File: config.mk
export PLATFORM = sky130hd
export DESIGN_NAME = prio_arbiter
export DESIGN_NICKNAME = d
export VERILOG_FILES = /design/src/rtl/prio_arbiter.sv
export SDC_FILE = /design/constraint.sdc
export NUM_CORES = 1
export LEC_CHECK = 0
export ABC_CLOCK_PERIOD_IN_PS = 2420
export BUFFER_PORTS_ARGS = -buffer_cell sky130_fd_sc_hd__buf_4
export CAP_MARGIN = 40
export CORE_AREA = 8 8 51 53
export DETAILED_ROUTE_END_ITERATION = 12
export DIE_AREA = 0 0 59 61
export HOLD_SLACK_MARGIN = 0.02
export MAX_ROUTING_LAYER = met4
export SYNTH_ARGS = -nofsm -noshare
export SYNTH_HDL_FRONTEND = slang
export SYNTH_SLANG_ARGS = --single-unit
File: constraint.sdc
create_clock -name clk -period 2.42 [get_ports clk]
set_input_delay 0.121 -clock clk [delete_from_list [all_inputs] [get_ports clk]]
set_output_delay 0.121 -clock clk [all_outputs]
set_load 0.1 [all_outputs]
File: src/rtl/prio_arbiter.sv
// Four-requester arbiter with a registered one-hot grant, bounded hold time and forced-release pulse.
// Optional rotating priority is enabled by defining PRIO_ARBITER_RR_EN; default is fixed priority (3 highest).
module prio_arbiter #(
    parameter int MAX_HOLD = 8
) (
    input  logic       clk,
    input  logic       rst,
    input  logic       enb,
    input  logic [3:0] req,
    output logic [3:0] gnt,
    output logic [1:0] gnt_id,
    output logic       gnt_valid,
    output logic       preempt
);

    typedef enum logic {
        IDLE = 1'b0,
        BUSY = 1'b1
    } state_t;

    localparam logic [7:0] HOLD_LIMIT = 8'(MAX_HOLD);

    state_t     state, state_next;
    logic [3:0] gnt_next;
    logic [1:0] id_next;
    logic       valid_next;
    logic       preempt_next;
    logic [7:0] hold_cnt, hold_next;
    logic [1:0] winner;

`ifdef PRIO_ARBITER_RR_EN
    logic [1:0] last_id, last_next;
    logic [1:0] idx;
    logic       found;

    // Search last_id-1, last_id-2, last_id-3, last_id; the first set request wins.
    always_comb begin
        winner = 2'd0;
        idx    = 2'd0;
        found  = 1'b0;
        for (int k = 1; k <= 4; k++) begin
            idx = last_id - 2'(k);
            if (!found && req[idx]) begin
                winner = idx;
                found  = 1'b1;
            end
        end
    end
`else
    always_comb begin
        winner = 2'd0;
        for (int k = 0; k < 4; k++) begin
            if (req[k]) begin
                winner = 2'(k);
            end
        end
    end
`endif

    always_comb begin
        state_next   = state;
        gnt_next     = gnt;
        id_next      = gnt_id;
        valid_next   = gnt_valid;
        preempt_next = 1'b0;
        hold_next    = hold_cnt;
`ifdef PRIO_ARBITER_RR_EN
        last_next    = last_id;
`endif
        case (state)
            IDLE: begin
                gnt_next   = 4'b0000;
                valid_next = 1'b0;
                hold_next  = 8'd0;
                if (enb && (req != 4'b0000)) begin
                    gnt_next   = 4'b0001 << winner;
                    id_next    = winner;
                    valid_next = 1'b1;
                    hold_next  = 8'd1;
                    state_next = BUSY;
`ifdef PRIO_ARBITER_RR_EN
                    last_next  = winner;
`endif
                end
            end
            BUSY: begin
                // A normal release takes precedence over the hold limit, so no pulse then.
                if (!enb || !req[gnt_id]) begin
                    gnt_next   = 4'b0000;
                    valid_next = 1'b0;
                    hold_next  = 8'd0;
                    state_next = IDLE;
                end else if (hold_cnt == HOLD_LIMIT) begin
                    gnt_next     = 4'b0000;
                    valid_next   = 1'b0;
                    hold_next    = 8'd0;
                    preempt_next = 1'b1;
                    state_next   = IDLE;
                end else begin
                    hold_next = hold_cnt + 8'd1;
                end
            end
            default: begin
                state_next = IDLE;
            end
        endcase
    end

    always_ff @(posedge clk) begin
        if (rst) begin
            state     <= IDLE;
            gnt       <= 4'b0000;
            gnt_id    <= 2'b00;
            gnt_valid <= 1'b0;
            preempt   <= 1'b0;
            hold_cnt  <= 8'd0;
`ifdef PRIO_ARBITER_RR_EN
            last_id   <= 2'd0;
`endif
        end else begin
            state     <= state_next;
            gnt       <= gnt_next;
            gnt_id    <= id_next;
            gnt_valid <= valid_next;
            preempt   <= preempt_next;
            hold_cnt  <= hold_next;
`ifdef PRIO_ARBITER_RR_EN
            last_id   <= last_next;
`endif
        end
    end

endmodule

==> flow_summary.yaml, run 1 <==
cts:
  post_cts_buffers: 0
  cts_max_path_buffers: 2
  clock_latency_ps: 280
  root_buffer: "clkbuf_4"
  cts_sinks: 17
  cts_tree: "yes"
  htree_levels: 1
  cts_buffers: 3
  cts_resized: 0
  postCtsHoldBufs: 0
  clk_pin_slew_worst_paths_ps: 100
critical_path:
  cp.required_ps: 2590
  crit_type: "flop to flop"
  cp-end-kind: "flop"
  cpPeakStageDelay_ps: 610
  cp_cell_sequence: "mux4_1 -> nand4_2 -> o21ai_0"
  crit_slowest_cell: "mux4_1"
  cp_max_fo: 15
  arrival_ps: 1720
  setup.worst_path.start_class: "flop"
timing:
  rsz0062_at_grt: "no"
  max_slew_margin_pct: 66.5
  slew_viol_final: 0
  finalHoldViolations: 0
  setup_viol: 0
  max_freq_ghz: 0.646
  fin_crit_sh_pct: 64.0
  finalSetupTns_ps: 0
  min_period_ps: 1550
  worst_pin_slew_ps: 501
  skew_ps: 0.726
detailed_routing:
  ant_nets: 0
  routed_wl_um: 1610
  first_pass_iters: 4
  drc: 0
  num_vias: 672
  post_drt_wl_per_cell_um: 13.0
  dr.first_iter.drc_count: 9
  vias_per_cell: 5.42
floorplan:
  initial_core_util_pct: 41.8
  die_y_um: 61
  ios: 15
  core_area_um2: 1840
  die_w_um: 59
  rows: 16
  fp.dieArea_um2: 3600
finish:
  nFillCells: 186
  fin_nets: 107
  insertedDiodeCount: 0
  layout-drive-gt1-share_pct: 22.7
  fin_area_um2: 923
  syn2layout_area_growth_pct: 20.0
synthesis:
  syn_inst: 81
  synth_cell_types: 29
  avgSynthCellArea_um2: 9.50
  syn_area_um2: 769
  yosysWarningCount: 0
  yosysSeqAreaShare_pct: 44.2
  syn_nets: 90
  synth_seq_cells: 17
outcome:
  status: "finished, final reports clean"
grt:
  grt_max_degree: 16
  grt_use_total_pct: 10.1
  antenna_found_initial: 0
  grt_pass1_vias: 653
  grt-ovfl-total: 0
  grt_first_pass_wirelength_um: 2770
min_path:
  hp-class: "input pin to flop"
power:
  ir_worst_vdd_mv: 0.382
  p_per_area_nw_per_um2: 583
  p_leak_nw: 0.340
job:
  max-cap-violations: 0
place:
  dpl.hpwl_um: 1190
  gp_congestion: 0.873
  port_buffers: 14
  dpl_cell_area_um2: 896
## Yosys cell counts
| cell | instances | area [um2] |
|---|---|---|
| mux4_1 | 1 | 26.3 |
| nand3_1 | 5 | 25.0 |
| o32ai_2 | 1 | 16.3 |
| a211oi_1 | 3 | 22.5 |
| a21oi_1 | 1 | 5.00 |
| nand3b_1 | 3 | 22.5 |
| inv_1 | 6 | 22.5 |
| or3b_2 | 1 | 8.76 |
| nand4_2 | 1 | 12.5 |
| o21ai_0 | 12 | 60.1 |
| nand2_1 | 4 | 15.0 |
| nor3_1 | 4 | 20.0 |
| o31ai_1 | 1 | 7.51 |
| o221a_1 | 1 | 11.3 |
| dfxtp_1 | 17 | 340 |
| ha_1 | 2 | 25.0 |
| nor3b_1 | 2 | 15.0 |
| and3b_1 | 1 | 8.76 |
| or3_1 | 3 | 18.8 |
| buf_2 | 1 | 5.00 |
| nor2_1 | 1 | 3.75 |
| nor2_4 | 1 | 11.3 |
| buf_4 | 1 | 7.51 |
| nand4_1 | 1 | 6.26 |
| xor2_1 | 2 | 17.5 |
| o21ai_1 | 1 | 5.00 |
| xnor2_1 | 1 | 8.76 |
| or4_1 | 2 | 15.0 |
| o22ai_1 | 1 | 6.26 |
## flip-flops by register name (all words and copies together), names as in the netlist
signal and count:
state 1, gnt 4, gnt_id 2, hold_cnt 8, gnt_valid 1, preempt 1
## per-layer routing
| layer | up-vias | wire (um) | global-route usage [%] |
|---|---|---|---|
| met4 | 0 | 43 | 6.48 |
| met1 | 319 | 738 | 10.5 |
| li1 | 333 | - | - |
| met3 | 6 | 122 | 3.39 |
| met5 | - | 0 | - |
| met2 | 14 | 706 | 16.0 |
## worst paths after layout
path | startpoint | end | slack, ps | cells past startpoint
worst min register to register | gnt[1]$_SDFFE_PP0P_ | gnt[1]$_SDFFE_PP0P_ | 490 | 2
worst min-delay path | rst | gnt_id[1]$_SDFFE_PP0P_ | 50 | 2
worst max-delay path | gnt_id[0]$_SDFFE_PP0P_ | gnt[3]$_SDFFE_PP0P_ | 870 | 3
worst max register to register | gnt_id[0]$_SDFFE_PP0P_ | gnt[3]$_SDFFE_PP0P_ | 870 | 3
## cell families after synthesis
logic type | count (synthesis) | synth area share (%)
and+or+nand+nor | 29 | 23.7
adders and majority gates | 2 | 3.25
xor gates and xnor gates | 3 | 3.42
buffers and inverters | 8 | 4.55
AOI/OAI and AO/OA | 21 | 17.4
muxes | 1 | 3.42
DFF | 17 | 44.2
## area by class of cell
class,count,area (um2),area share (%)
Multi-Input combinational cell,56,394,42.7
Sequential cell,17,340,36.9
Timing Repair Buffer,14,105,11.4
Tap cell,27,33.8,3.66
Clock buffer,3,22.5,2.44
Inverter,6,22.5,2.44
Clock inverter,1,5.00,0.542
## placed cells by master, fill, tap and decap left out, types with 2 or more instances in the layout
cell type / instances
ha_1: 2
buf_4: 14
nor3b_1: 2
or4_1: 2
clkbuf_4: 3
dfxtp_1: 17
or3_1: 3
a211oi_1: 3
nand3_1: 5
inv_1: 6
nor3_1: 4
xor2_1: 2
o21ai_0: 12
nand2_1: 4
nand3b_1: 3
## worst max-delay path: cells and delay by family (launching register included)
| family | cells | cell delay, ps |
|---|---|---|
| and+or+nand+nor | 1 | 280 |
| DFF | 1 | 400 |
| AOI/OAI and AO/OA | 1 | 140 |
| muxes | 1 | 610 |
## per-stage QoR
step / setup WS [ps] / power, mW / utilization, % / cells / hold slack (ps)
after floorplan: 317 / 0.369 / - / 81 / 230
after global placement: 898 / 0.396 / 48.6 / 120 / 353
after detailed placement: 878 / 0.396 / 48.6 / 120 / 352
after CTS: 877 / 0.547 / 50.1 / 124 / 39.0
after global routing: 759 / 0.562 / 50.1 / 124 / 43.1
final: 872 / 0.538 / 50.1 / 124 / 49.2
## power by group
group	switching [mW]	internal [mW]	leakage [nW]
sequential	0.00780	0.288	0.138
clock	0.0872	0.0614	0.0177
combinational	0.0650	0.0282	0.184
total	0.160	0.378	0.340
(Power assumes the default switching activity.)
==> inputs of run 2 (changes only) <==
ABC_CLOCK_PERIOD_IN_PS = 1300   (was 2420)
PLACE_DENSITY = 0.67   (was default)
clock period = 1.3 ns   (was 2.42 ns; I/O delays follow)
==> run 2 against run 1 <==
Against the previous run:
- the run now ends with negative setup slack left
- combinational power rose by 120%
- first-iteration DRC count rose by 120%
- final cell count rose by 15%
- via count rose by 11%
- die area did not move
- critical path type unchanged
- highest routed layer unchanged
==> flow_summary.yaml, run 2 (synthesis results as in run 1) <==
cts:
  cts_tree: "yes"
  htree_levels: 1
  cts_buffers: 3
  clock_latency_ps: 300
  cts_max_path_buffers: 2
  cts_sinks: 17
  root_buffer: "clkbuf_4"
  clk_pin_slew_worst_paths_ps: 110
timing:
  fin_crit_sh_pct: 101
  skew_ps: 8.81
  rsz0062_at_grt: "yes"
  finalHoldViolations: 0
  slew_viol_final: 0
  max_freq_ghz: 0.759
  setup_viol: 6
  worst_pin_slew_ps: 306
  min_period_ps: 1320
  max_slew_margin_pct: 79.6
  setup_ws_ps: -18.3
critical_path:
  cp-end-kind: "flop"
  cp_cell_sequence: "or4_4 -> nor2_4 -> o31ai_1"
  crit_slowest_cell: "or4_4"
  arrival_ps: 1500
  cpPeakStageDelay_ps: 600
  cp.required_ps: 1480
  setup.worst_path.start_class: "flop"
  worst-path-buf-inv: 0
  crit_type: "flop to flop"
  crit_family: "simple AND/OR/NAND/NOR gates"
  cp_max_fo: 8
outcome:
  status: "complete, but fails checks"
  violations: "negative setup slack"
floorplan:
  die_y_um: 61
  rows: 16
  core_area_um2: 1840
  fp.dieArea_um2: 3600
  die_w_um: 59
  ios: 15
  initial_core_util_pct: 41.8
grt:
  antenna_found_initial: 0
  grt_max_degree: 11
  grt_first_pass_wirelength_um: 3130
  grt-ovfl-total: 0
  grt_use_total_pct: 12.0
  grt_pass1_vias: 722
detailed_routing:
  first_pass_iters: 4
  vias_per_cell: 5.21
  drc: 0
  num_vias: 745
  top_layer_used: "met4"
  post_drt_wl_per_cell_um: 14.0
  dr.first_iter.drc_count: 20
  ant_nets: 0
  dr_wl_met3_um: 156
  route.met2.wl_um: 988
  wl_met1_um: 825
  routed_wl_um: 2010
finish:
  largest_reg_flops: 8
  insertedDiodeCount: 0
  final_common_cell: "buf_4"
  fin_nets: 126
  syn2layout_area_growth_pct: 45.4
  final_cell_mix: "buf_4, dfxtp_1, o21ai_0, inv_1"
  top_register: "hold_cnt"
  layout-drive-gt1-share_pct: 43.1
  fin_area_um2: 1120
  reg_top3: "hold_cnt: 8 flops, gnt: 4 flops, gnt_id: 2 flops"
place:
  port_buffers: 14
  dpl.hpwl_um: 1330
  post-place-ws_ps: -162
  dpl_cell_area_um2: 988
  gp_congestion: 0.770
power:
  p_per_area_nw_per_um2: 940
  p_leak_nw: 0.427
  ir_worst_vdd_mv: 0.549
min_path:
  hp-class: "input pin to flop"
job:
  max-cap-violations: 0
run 2: cell count changes in the layout (fill, tap and decap cells not counted), moves of 2 or more:
cell      before  now
o21ai_0       12   10
nand4_4        0    2
o21ai_1        1    3
a211oi_2       0    2
dfxtp_2        0    5
a211oi_1       3    1
buf_4         14   29
dfxtp_1       17   11
run 2: worst register-to-register path, cell delays in order (launching register included):
cell and delay [ps]:
dfxtp_2 340, or4_4 600, nor2_4 180, o31ai_1 90
run 2: per-stage QoR:
step / utilization, % / TNS [ps] / cells / power [mW] / hold slack (ps)
final: 60.7 / -61.9 / 143 / 1.05 / 38.7
after floorplan: - / -2450 / 81 / 0.693 / 172
after global placement: 53.7 / -1200 / 131 / 0.752 / 292
after CTS: 58.9 / -33.6 / 140 / 1.06 / 34.2
after detailed placement: 53.7 / -1670 / 131 / 0.754 / 292
after global routing: 60.7 / -651 / 143 / 1.10 / 25.0
run 2: metal layers:
| metal | vias to the layer above | GRT usage, % |
|---|---|---|
| met5 | - | - |
| met2 | 22 | 20.1 |
| li1 | 371 | - |
| met4 | 0 | 9.56 |
| met1 | 348 | 10.9 |
| met3 | 4 | 4.45 |
run 2: layout make-up:
cell class / count / area [um2]
Inverter: 6 / 22.5
Clock inverter: 1 / 5.00
Tap cell: 27 / 33.8
Multi-Input combinational cell: 58 / 445
Timing Repair Buffer: 31 / 239
Sequential cell: 17 / 350
Fill cell: 157 / 723
Clock buffer: 3 / 22.5
run 2: timing repair:
item / in CTS / in global routing
hold endpoints to repair: 1 / 0
pin swaps: 4 / 4
hold buffers: 1 / 0
setup buffers: 2 / 3
resized for setup: 7 / 5
gates cloned: 2 / 0
setup endpoints to repair: 14 / 14
run 2: final timing paths:
check                                       startpoint                endpoint  slack (ps)  depth (start not counted)
worst max-delay path            hold_cnt[5]$_SDFF_PP0_  hold_cnt[0]$_SDFF_PP0_         -20                          3
worst min register to register     gnt[2]$_SDFFE_PP0P_     gnt[2]$_SDFFE_PP0P_         490                          2
worst min-delay path                            req[1]     gnt[1]$_SDFFE_PP0P_          40                          3
worst max register to register  hold_cnt[5]$_SDFF_PP0_  hold_cnt[0]$_SDFF_PP0_         -20                          3
run 2: power by group:
part,total (mW),internal [mW],switching [mW]
combinational,0.206,0.0699,0.136
sequential,0.554,0.538,0.0163
clock,0.291,0.115,0.177
==> inputs of run 3 (changes only) <==
BUFFER_PORTS_ARGS = -buffer_cell sky130_fd_sc_hd__buf_2   (was -buffer_cell sky130_fd_sc_hd__buf_4)
==> run 3 against run 2 <==
Against the previous run:
- the flow still finishes with violations (negative setup slack)
- global-route usage shrank 0.47 points
- clock power is essentially flat
- core utilization decreased by 3.9 points
- die area is the same
- sequential cell count is the same
- largest cell class unchanged
- largest power group unchanged
==> flow_summary.yaml, run 3 (synthesis results as in run 1) <==
outcome:
  violations: "negative setup slack"
  status: "complete, but fails checks"
detailed_routing:
  vias_per_cell: 5.25
  ant_nets: 0
  post_drt_wl_per_cell_um: 13.6
  routed_wl_um: 1900
  first_pass_iters: 5
  dr.first_iter.drc_count: 17
  drc: 0
  num_vias: 735
floorplan:
  core_area_um2: 1840
  ios: 15
  rows: 16
  die_w_um: 59
  die_y_um: 61
  fp.dieArea_um2: 3600
  initial_core_util_pct: 41.8
place:
  dpl.hpwl_um: 1280
  gp_congestion: 0.796
  post-place-ws_ps: -160
  dpl_cell_area_um2: 953
  port_buffers: 14
critical_path:
  cp.required_ps: 1480
  timing.rr.end: "hold_cnt[5]$_SDFF_PP0_"
  r2r.worst_path.cells: 3
  arrival_ps: 1520
  cp-end-kind: "flop"
  reg2reg_from: "hold_cnt[5]$_SDFF_PP0_"
  reg2reg_slack_ps: -40
  cp_max_fo: 8
  setup.worst_path.start_class: "flop"
  crit_type: "flop to flop"
timing:
  rsz0062_at_grt: "yes"
  finalHoldViolations: 0
  fin_crit_sh_pct: 103
  max_freq_ghz: 0.747
  worst_pin_slew_ps: 489
  holdWs_ps: 26.8
  setup_ws_ps: -39.3
  slew_viol_final: 0
  max_slew_margin_pct: 67.6
  setup_viol: 8
  skew_ps: 2.88
  min_period_ps: 1340
finish:
  insertedDiodeCount: 0
  final-seq-area_um2: 349
  syn2layout_area_growth_pct: 36.1
  multi_input_area_um2: 437
  reg_top3: "hold_cnt: 8 flops, gnt: 4 flops, gnt_id: 2 flops"
  fin_util_pct: 56.9
  final_common_cell: "buf_2"
  fin_area_um2: 1050
  fin_nets: 123
  largest_reg_flops: 8
  nFillCells: 176
  top_register: "hold_cnt"
  final_cell_mix: "buf_2, buf_4, dfxtp_1, o21ai_0, inv_1"
  layout-drive-gt1-share_pct: 41.6
grt:
  grt-ovfl-total: 0
  antenna_found_initial: 0
  grt_first_pass_wirelength_um: 3020
  grt_max_degree: 11
  grt_use_total_pct: 11.5
  grt_pass1_vias: 704
min_path:
  worstHoldStart: "req[1]"
  min_delay_worst_endpoint: "gnt[1]$_SDFFE_PP0P_"
  min_path_cells: 3
  hp-class: "input pin to flop"
cts:
  cts_sinks: 17
  root_buffer: "clkbuf_4"
  cts_buffers: 3
  clock_latency_ps: 290
  clk_pin_slew_worst_paths_ps: 110
  cts_max_path_buffers: 2
  cts_tree: "yes"
  htree_levels: 1
power:
  p_switching_mw: 0.326
  p_clk_share_pct: 28.3
  swShare_pct: 31.5
  p_seq_share_pct: 53.5
  p_total_mw: 1.03
  p_leak_nw: 0.411
  p_per_area_nw_per_um2: 986
  ir_worst_vdd_mv: 0.538
  p_int_mw: 0.707
  p_comb_share_pct: 18.2
job:
  max-cap-violations: 0
[run 3: cell types whose count changed in the layout (fill, tap and decap cells not counted), sizes merged]
cell | previous run | this run
buf | 30 | 27
[run 3: layer usage]
layer	global-route usage (%)	part of all wire (%)
met1	10.7	41
met2	18.8	48
met3	5.30	8.2
met4	7.85	2.6
met5	-	0
[run 3: power by group through the flow]
stage / clock [mW] / combinational [mW] / sequential (mW)
after floorplan: 0 / 0.0501 / 0.643
after global placement: 0 / 0.176 / 0.562
after detailed placement: 0 / 0.177 / 0.563
after CTS: 0.299 / 0.186 / 0.552
after global routing: 0.331 / 0.199 / 0.555
final: 0.293 / 0.188 / 0.552
[run 3: layout make-up]
| cell class | count | area share [%] |
|---|---|---|
| clock buffers | 3 | 2.15 |
| multi-input cells | 58 | 41.7 |
| flip-flops and latches | 17 | 33.3 |
| inverters | 6 | 2.15 |
| repair buffers | 28 | 17.0 |
| well taps | 27 | 3.23 |
| clock inverters | 1 | 0.478 |
[run 3: worst max path at each step]
stage / from / end / cells past startpoint / slack (ps)
after floorplan: gnt_id[0]$_SDFFE_PP0P_ / gnt[0]$_SDFFE_PP0P_ / 4 / -210
after global placement: hold_cnt[5]$_SDFF_PP0_ / hold_cnt[0]$_SDFF_PP0_ / 3 / -120
after detailed placement: hold_cnt[5]$_SDFF_PP0_ / hold_cnt[0]$_SDFF_PP0_ / 3 / -160
after CTS: hold_cnt[5]$_SDFF_PP0_ / gnt[3]$_SDFFE_PP0P_ / 3 / 4
after global routing: hold_cnt[5]$_SDFF_PP0_ / state$_SDFF_PP0_ / 3 / -70
final: hold_cnt[5]$_SDFF_PP0_ / hold_cnt[5]$_SDFF_PP0_ / 3 / -40
[run 3: metrics by stage]
stage,TNS [ps],cells
global route,-747,140
floorplan,-2450,81
finish,-125,140
global placement,-1200,131
CTS,0,139
detailed placement,-1620,131
[run 3: timing repair]
| action | 4_1_cts | 5_1_grt |
|---|---|---|
| hold buffers | 1 | 0 |
| buffers inserted | 1 | 1 |
| pin swaps | 1 | 3 |
| resized for setup | 2 | 7 |
| hold endpoints to repair | 1 | 0 |
| endpoints found under the setup margin | 14 | 15 |
| gates cloned | 2 | 0 |
[run 3: worst max-delay path, cell delays in order (launching register included)]
cell	delay (ps)
dfxtp_2	340
or4_4	590
nor2_2	210
a211oi_1	90
